## src/rtl/if_id_queue_pkg.sv

```systemverilog
// Shared RISC-V front-end constants: widths, control-transfer opcodes, NOP encoding.
// Latency: n/a (constants only).
// Backpressure: n/a.
package if_id_queue_pkg;

  // Architectural widths used as defaults by the fetch/decode path
  localparam int XLEN = 64;
  localparam int ILEN = 32;

  // Major opcodes of the control-transfer instructions (inst[6:0])
  localparam logic [6:0] OPC_JAL    = 7'b1101111;
  localparam logic [6:0] OPC_JALR   = 7'b1100111;
  localparam logic [6:0] OPC_BRANCH = 7'b1100011;

  // addi x0, x0, 0: what decode sees when the queue has nothing to offer
  localparam logic [ILEN-1:0] INST_NOP = 32'h0000_0013;

endpackage

```

## src/rtl/rv_predecode.sv

```systemverilog
// Predecode: flags JAL / JALR / BRANCH from the major opcode of one instruction.
// Latency: purely combinational.
// Backpressure: none (no handshake).
module rv_predecode
  import if_id_queue_pkg::*;
(
  input  logic [ILEN-1:0] inst,
  output logic            is_ctrl
);

  logic [6:0] opcode;
  logic       unused_upper;

  assign opcode       = inst[6:0];
  // Only the opcode field decides control transfer; the rest is ignored
  assign unused_upper = ^inst[ILEN-1:7];

  // Match the three control-transfer opcodes
  always_comb begin
    is_ctrl = 1'b0;
    case (opcode)
      OPC_JAL, OPC_JALR, OPC_BRANCH: is_ctrl = 1'b1;
      default:                       is_ctrl = 1'b0;
    endcase
  end

endmodule

```

## src/rtl/if_id_queue.sv

```systemverilog
// Fetch-to-decode instruction queue: DEPTH {pc, inst, is_ctrl} entries in program order, flushable.
// Latency: an entry written at edge N is visible on out_* right after edge N; no in->out bypass.
// Backpressure: in_ready = !full (registered count only, no path from out_ready); flush beats enq/deq.
module if_id_queue
  import if_id_queue_pkg::*;
#(
  parameter int DEPTH  = 4,
  parameter int PC_W   = XLEN,
  parameter int INST_W = ILEN
) (
  input  logic                       clk,
  input  logic                       rst,
  input  logic                       flush,
  input  logic                       in_valid,
  output logic                       in_ready,
  input  logic [PC_W-1:0]            in_pc,
  input  logic [INST_W-1:0]          in_inst,
  output logic                       out_valid,
  input  logic                       out_ready,
  output logic [PC_W-1:0]            out_pc,
  output logic [INST_W-1:0]          out_inst,
  output logic                       out_is_ctrl,
  output logic [$clog2(DEPTH+1)-1:0] count
);

  localparam int PTR_W = $clog2(DEPTH);
  localparam int CNT_W = $clog2(DEPTH + 1);

  logic [PC_W-1:0]   pc_mem   [DEPTH];
  logic [INST_W-1:0] inst_mem [DEPTH];
  logic [DEPTH-1:0]  ctrl_mem;

  logic [PTR_W-1:0] rd_ptr;
  logic [PTR_W-1:0] wr_ptr;
  logic             full;
  logic             empty;
  logic             enq;
  logic             deq;
  logic             in_is_ctrl;

  // Full and empty come only from count; pointers alone are ambiguous when equal
  assign full      = (count == CNT_W'(DEPTH));
  assign empty     = (count == '0);
  assign in_ready  = !full;
  assign out_valid = !empty;

  // Flush suppresses both sides of the handshake in the same cycle
  assign enq = in_valid && !full && !flush;
  assign deq = out_ready && !empty && !flush;

  // Classify at enqueue so the head flag is a plain register read
  rv_predecode u_predecode (
    .inst    (in_inst[ILEN-1:0]),
    .is_ctrl (in_is_ctrl)
  );

  // Entry storage; contents need no reset because count gates visibility
  always_ff @(posedge clk) begin
    if (enq) begin
      pc_mem[wr_ptr]   <= in_pc;
      inst_mem[wr_ptr] <= in_inst;
      ctrl_mem[wr_ptr] <= in_is_ctrl;
    end
  end

  // Pointers and occupancy; power-of-two DEPTH makes pointer overflow the wrap
  always_ff @(posedge clk or posedge rst) begin
    if (rst) begin
      rd_ptr <= '0;
      wr_ptr <= '0;
      count  <= '0;
    end else if (flush) begin
      rd_ptr <= '0;
      wr_ptr <= '0;
      count  <= '0;
    end else begin
      if (enq) wr_ptr <= wr_ptr + PTR_W'(1);
      if (deq) rd_ptr <= rd_ptr + PTR_W'(1);
      case ({enq, deq})
        2'b10:   count <= count + CNT_W'(1);
        2'b01:   count <= count - CNT_W'(1);
        default: count <= count;
      endcase
    end
  end

  // Head mux; an empty queue presents pc 0 and a NOP so reset is seen immediately
  always_comb begin
    out_pc      = '0;
    out_inst    = INST_W'(INST_NOP);
    out_is_ctrl = 1'b0;
    if (!empty) begin
      out_pc      = pc_mem[rd_ptr];
      out_inst    = inst_mem[rd_ptr];
      out_is_ctrl = ctrl_mem[rd_ptr];
    end
  end

endmodule

```

## config.mk

```make
export PLATFORM = sky130hd
export DESIGN_NAME = if_id_queue
export DESIGN_NICKNAME = d
export VERILOG_FILES = /design/src/rtl/if_id_queue_pkg.sv /design/src/rtl/rv_predecode.sv /design/src/rtl/if_id_queue.sv
export SDC_FILE = /design/constraint.sdc
export NUM_CORES = 1
export LEC_CHECK = 0
export ABC_AREA = 1
export CORE_MARGIN = 5
export CORE_UTILIZATION = 42
export CTS_BUF_LIST = sky130_fd_sc_hd__clkbuf_4 sky130_fd_sc_hd__clkbuf_8 sky130_fd_sc_hd__clkbuf_16
export DETAILED_ROUTE_END_ITERATION = 6
export PLACE_DENSITY = 0.74
export SETUP_SLACK_MARGIN = 0.3
export SLEW_MARGIN = 10
export SYNTH_ARGS = -nofsm -noshare
export SYNTH_HDL_FRONTEND = slang
export SYNTH_SLANG_ARGS = --single-unit
```

## constraint.sdc

```tcl
create_clock -name clk -period 5.72 [get_ports clk]
set_input_delay 1.144 -clock clk [delete_from_list [all_inputs] [get_ports clk]]
set_output_delay 1.144 -clock clk [all_outputs]
set_load 0.02 [all_outputs]
```

# Word-level counts from Yosys, hierarchy flattened
# Memory sizes are Yosys's and may differ from the RTL's.
# Index checks and enable logic that the tools add are counted.
[word_totals]
regBits = 11
latch_bits = 0
ram_bits = 384
romBits = 0
input_bits = 101
out_inout_bits = 102
elab_cells = 49
memories = 2
[memory_table]
columns = ["name", "words", "width", "rd", "rd_clocked_by_memory_dff", "wr", "line", "text"]
rows = [
  ["pc_mem", 4, 64, 1, 0, 1, "if_id_queue.sv:29", "logic [PC_W-1:0] pc_mem [DEPTH];"],
  ["inst_mem", 4, 32, 1, 0, 1, "if_id_queue.sv:30", "logic [INST_W-1:0] inst_mem [DEPTH];"],
]
[classes]
addsub = 4
n_mul = 0
n_div = 0
magnitude_cmp = 3
eq_ne = 6
n_shift = 0
n_mux = 17
bitwise_logic = 0
reduce_logical = 13
[ops]
columns = ["operator", "n"]
rows = [
  ["$mux W64", 1],
  ["$mux W32", 1],
  ["$eq A7 B7 Y1 const B", 3],
  ["$mux W2", 4],
  ["$lt A2 B3 Y1 const B", 2],
  ["$mux W1", 6],
  ["$pmux W3 S2", 1],
  ["$logic_and A1 B1 Y1", 5],
  ["$add A2 B1 Y2 const B", 2],
  ["$bwmux W4", 1],
  ["$reduce_bool A2 Y1", 2],
  ["$add A3 B1 Y3 const B", 1],
  ["$eq A3 B3 Y1 const B", 1],
  ["$logic_not A1 Y1", 3],
  ["$logic_not A3 Y1", 1],
  ["$mux W3", 1],
  ["$reduce_bool A3 Y1", 1],
  ["$reduce_or A3 Y1", 1],
  ["$sub A3 B1 Y3 const B", 1],
  ["$bmux W1 S2", 1],
  ["$demux W1 S2", 1],
  ["$eq A2 B1 Y1 const B", 1],
  ["$eq A2 B2 Y1 const B", 1],
  ["$ge A2 B1 Y1 const B", 1],
]

# Logic depth before layout (Yosys ltp)
[logic_depth]
ltp_word = 7
depth_mapped = 12
mapped_depth_nobuf = 12

# Modules after synthesis
# From an unflattened synthesis, not the netlist that was laid out.
[hier_totals]
hier_cells = 1213
area_unflattened_um2 = 15489.9
[by_module_without_submodules]
columns = ["module", "n_inst", "cells_each", "area_each_um2", "seq_area_each_um2"]
rows = [
  ["if_id_queue", 1, 1205, 15456.1, 11826.3],
  ["rv_predecode", 1, 8, 33.8, 0.0],
]

# Least setup slack after synthesis
# Ideal clock, no wire load.
[synth_path]
path_kind = "input port to flip-flop"
from = "input in_valid"
to = "register ctrl_mem[0], enable pin"
setup_ps = 553
t_arrival_ps = 5483
t_required_ps = 5167
path_slack_ps = -317
stages = 4
path_buffers = 0
cell_sequence = "nand2_2 -> nor2_1 -> inv_1 -> nor2_1"
[synth_between]
elab_chain_cells = 2
[synth_lines]
columns = ["item", "line", "text"]
rows = [
  ["start: declaration", "if_id_queue.sv:14", "input logic in_valid,"],
  ["$logic_and A1 B1 Y1 (2 in series)", "if_id_queue.sv:48", "assign enq = in_valid && !full && !flush;"],
  ["end signal: indexed assignment", "if_id_queue.sv:62", "ctrl_mem[wr_ptr] <= in_is_ctrl;"],
  ["end: declaration", "if_id_queue.sv:31", "logic [DEPTH-1:0] ctrl_mem;"],
]
# Every way passes these cells.
# A chain may end at the register's enable or synchronous reset.

# Worst setup path in the final report
[layout_path]
from = "register rd_ptr[1]"
to = "output out_pc[31]"
[layout_between]
elab_chain_cells = 2
[layout_lines]
columns = ["item", "line", "text"]
rows = [
  ["start: declaration", "if_id_queue.sv:33", "logic [PTR_W-1:0] rd_ptr;"],
  ["start signal: assignment", "if_id_queue.sv:78", "if (deq) rd_ptr <= rd_ptr + PTR_W'(1);"],
  ["$mem_v2 Z4 W64", "-", ""],
  ["$mux W64", "if_id_queue.sv:92", "if (!empty) begin"],
  ["end: declaration", "if_id_queue.sv:20", "output logic [PC_W-1:0] out_pc,"],
]
# Every way passes these cells.

==> impl_metrics.py <==
metrics = {
    "outcome": {
        "run_status": "complete, no violations",
    },
    "clock_tree": {
        "cts_made_buffers": 41,
        "cts_root_buffer": "clkbuf_16",
        "clk_pin_slew_worst_paths_ns": 0.05,
        "cts_tree": "yes",
        "ctsResizeCount": 0,
        "clock_latency_ns": 0.53,
        "cts_setup_buffers": 0,
        "cts.hold.buffers_added": 0,
        "clkSinkCount": 395,
        "htreeDepth": 2,
        "clock_path_buffers": 3,
    },
    "die": {
        "fp.dieArea_mm2": 0.0408,
        "fp.dieW_um": 202,
        "core_area_mm2": 0.0365,
        "die_h_um": 202,
        "initial_core_util_pct": 42.4,
        "io_pins": 203,
        "rows": 70,
    },
    "logic_synthesis": {
        "syn_area_mm2": 0.0155,
        "avgSynthCellArea_um2": 12.8,
        "syn_nets": 1315,
        "ys_ff_latch": 395,
        "yosysTopAreaCell": "edfxtp_1",
        "synth_seq_area_share_pct": 76.4,
        "yosys.area.top_type_share_pct": 75.3,
        "yosysWarnings": 0,
        "synthesis.instances": 1209,
        "synth.distinct_cells": 26,
        "synthTopCellsByArea": "edfxtp_1, nor2_1, o21ai_0, a21oi_1, o21ai_1",
    },
    "sta": {
        "max-slew-margin-rel_pct": 31.6,
        "worst_pin_slew_ns": 1.03,
        "drv_slew": 0,
        "fmax_mhz": 210,
        "rsz0062_at_grt": "no",
        "finalCritPeriodShare_pct": 83.1,
        "period_minus_slack_ns": 4.75,
        "hold_violations": 0,
        "setup_viol": 0,
        "clock_skew_ns": 0.0153,
    },
    "drt": {
        "drc": 0,
        "firstDrtPassIters": 5,
        "routed_via_density": 5.19,
        "finalWirelength_um": 35000,
        "via_count": 9813,
        "ant_nets": 0,
        "drtIter0Drc": 643,
        "wl_per_cell_um": 18.5,
    },
    "global_route": {
        "gr-usage-all-layers_pct": 16.7,
        "grt_max_degree": 196,
        "grt_first_pass_wirelength_um": 54600,
        "groute.layer.met2.usage_pct": 29.3,
        "grt-ovfl-total": 0,
        "met3_usage_pct": 3.74,
        "grt_pass1_vias": 10100,
        "top_usage_layer": "met2",
        "grt_util_met1_pct": 20.9,
        "antenna_found_initial": 3,
    },
    "placement": {
        "placed_area_mm2": 0.0179,
        "gp_congestion": 0.743,
        "io_buffers": 202,
        "dp_hpwl_um": 19400,
    },
    "min_path": {
        "min-delay-start": "count[1]",
        "hp-class": "register to register",
        "holdPathStages": 2,
        "whs_endpoint": "count[1]",
    },
    "cells_and_area": {
        "drive_gt1_share_pct": 6.18,
        "final_area_mm2": 0.0191,
        "fin_nets": 1500,
        "syn2layout_area_growth_pct": 23.7,
        "layout_commonest_cell": "nor2_1",
        "final_cell_mix": "nor2_1, edfxtp_1, clkdlybuf4s50_1",
    },
    "flow_run": {
        "maxCapViolCount": 0,
    },
    "power_and_ir_drop": {
        "p_total_mw": 8.98,
        "ir_drop_mv": 0.301,
        "power_density_mw_per_mm2": 469,
        "power_leakage_nw": 6.40,
    },
    "critical_path": {
        "r2r_slack_ns": 3.06,
        "path_max_fanout": 80,
        "cp-end-kind": "primary output",
        "cp.arrival_ns": 3.61,
        "rr_worst_depth": 7,
        "crit_required_ns": 4.58,
        "reg2reg_from": "count[0]",
        "cp-start-kind": "register",
        "path_class": "register to primary output",
        "r2r_end": "pc_mem[3][12]",
    },
}
[critical path: stages, from the launching register on]
cell	delay (ns)
dfrtp_4	0.89
inv_4	0.57
buf_4	0.41
nor2_1	0.13
o21ai_0	0.12
a21oi_1	0.19
clkdlybuf4s50_1	0.68
[Yosys cell counts, drive strengths merged]
master   number
fa            1
a2111oi       1
inv          16
nor2        395
xnor2         1
buf          41
dfrtp         7
a21oi        97
a21boi        1
ha            4
edfxtp      388
nand3         2
nand2        24
o311ai        3
o21ai       195
clkbuf       33
[where the power goes]
part           total [mW]  switching (mW)  internal [mW]
Sequential           3.43          0.0716           3.36
Clock                2.51            1.03           1.48
Combinational        3.04            1.87           1.16
[sequential cells by signal (all words and copies together) (netlist names)]
| register | flops |
|---|---|
| ctrl_mem | 4 |
| pc_mem | 256 |
| inst_mem | 128 |
| wr_ptr | 2 |
| count | 3 |
| rd_ptr | 2 |
[worst max-delay path by stage]
stage,from,endpoint,slack (ns),cells past startpoint
after global routing,rd_ptr[1],out_pc[31],0.80,6
after CTS,rd_ptr[1],out_pc[28],0.98,6
final,rd_ptr[1],out_pc[31],0.97,6
after detailed placement,rd_ptr[1],out_pc[28],1.55,6
after global placement,count[0],out_is_ctrl,1.67,6
after floorplan,in_valid,ctrl_mem[0],-0.32,4
[per-stage QoR]
stage                     instances  setup TNS [ns]  setup slack (ns)  hold WS [ns]  utilization, %
after floorplan                1209         -122.82            -0.317         0.580               -
after global placement         1819               0              1.67         0.555            48.9
after detailed placement       1819               0              1.55         0.562            48.9
after CTS                      1891               0             0.978         0.578            52.4
after global routing           1892               0             0.799         0.624            52.4
final                          1892               0             0.969         0.579            52.4
[routing by layer]
layer	vias to the layer above	wire (µm)
met5	-	34
met4	4	688
met3	60	2250
met2	316	17500
met1	4772	14500
li1	4661	-
[cell families after synthesis]
family,Yosys count,share of synthesized area (%)
fa+ha+maj,5,0.453
simple gates,421,10.3
buf+inv,90,3.06
flops,395,76.4
xor+xnor,1,0.0566
compound gates,297,9.72
[final cells by class]
cell class                 count  area [µm²]
clock buffer                  49        1120
timing repair buffer         216        2160
fill                        3030       17400
clock inverter                23         156
inverter                      16        68.8
multi-input combinational    724        3210
tap                          468         586
sequential                   395       11800
antenna                        1        2.50
No activity file was read; power rests on OpenSTA's default activity.
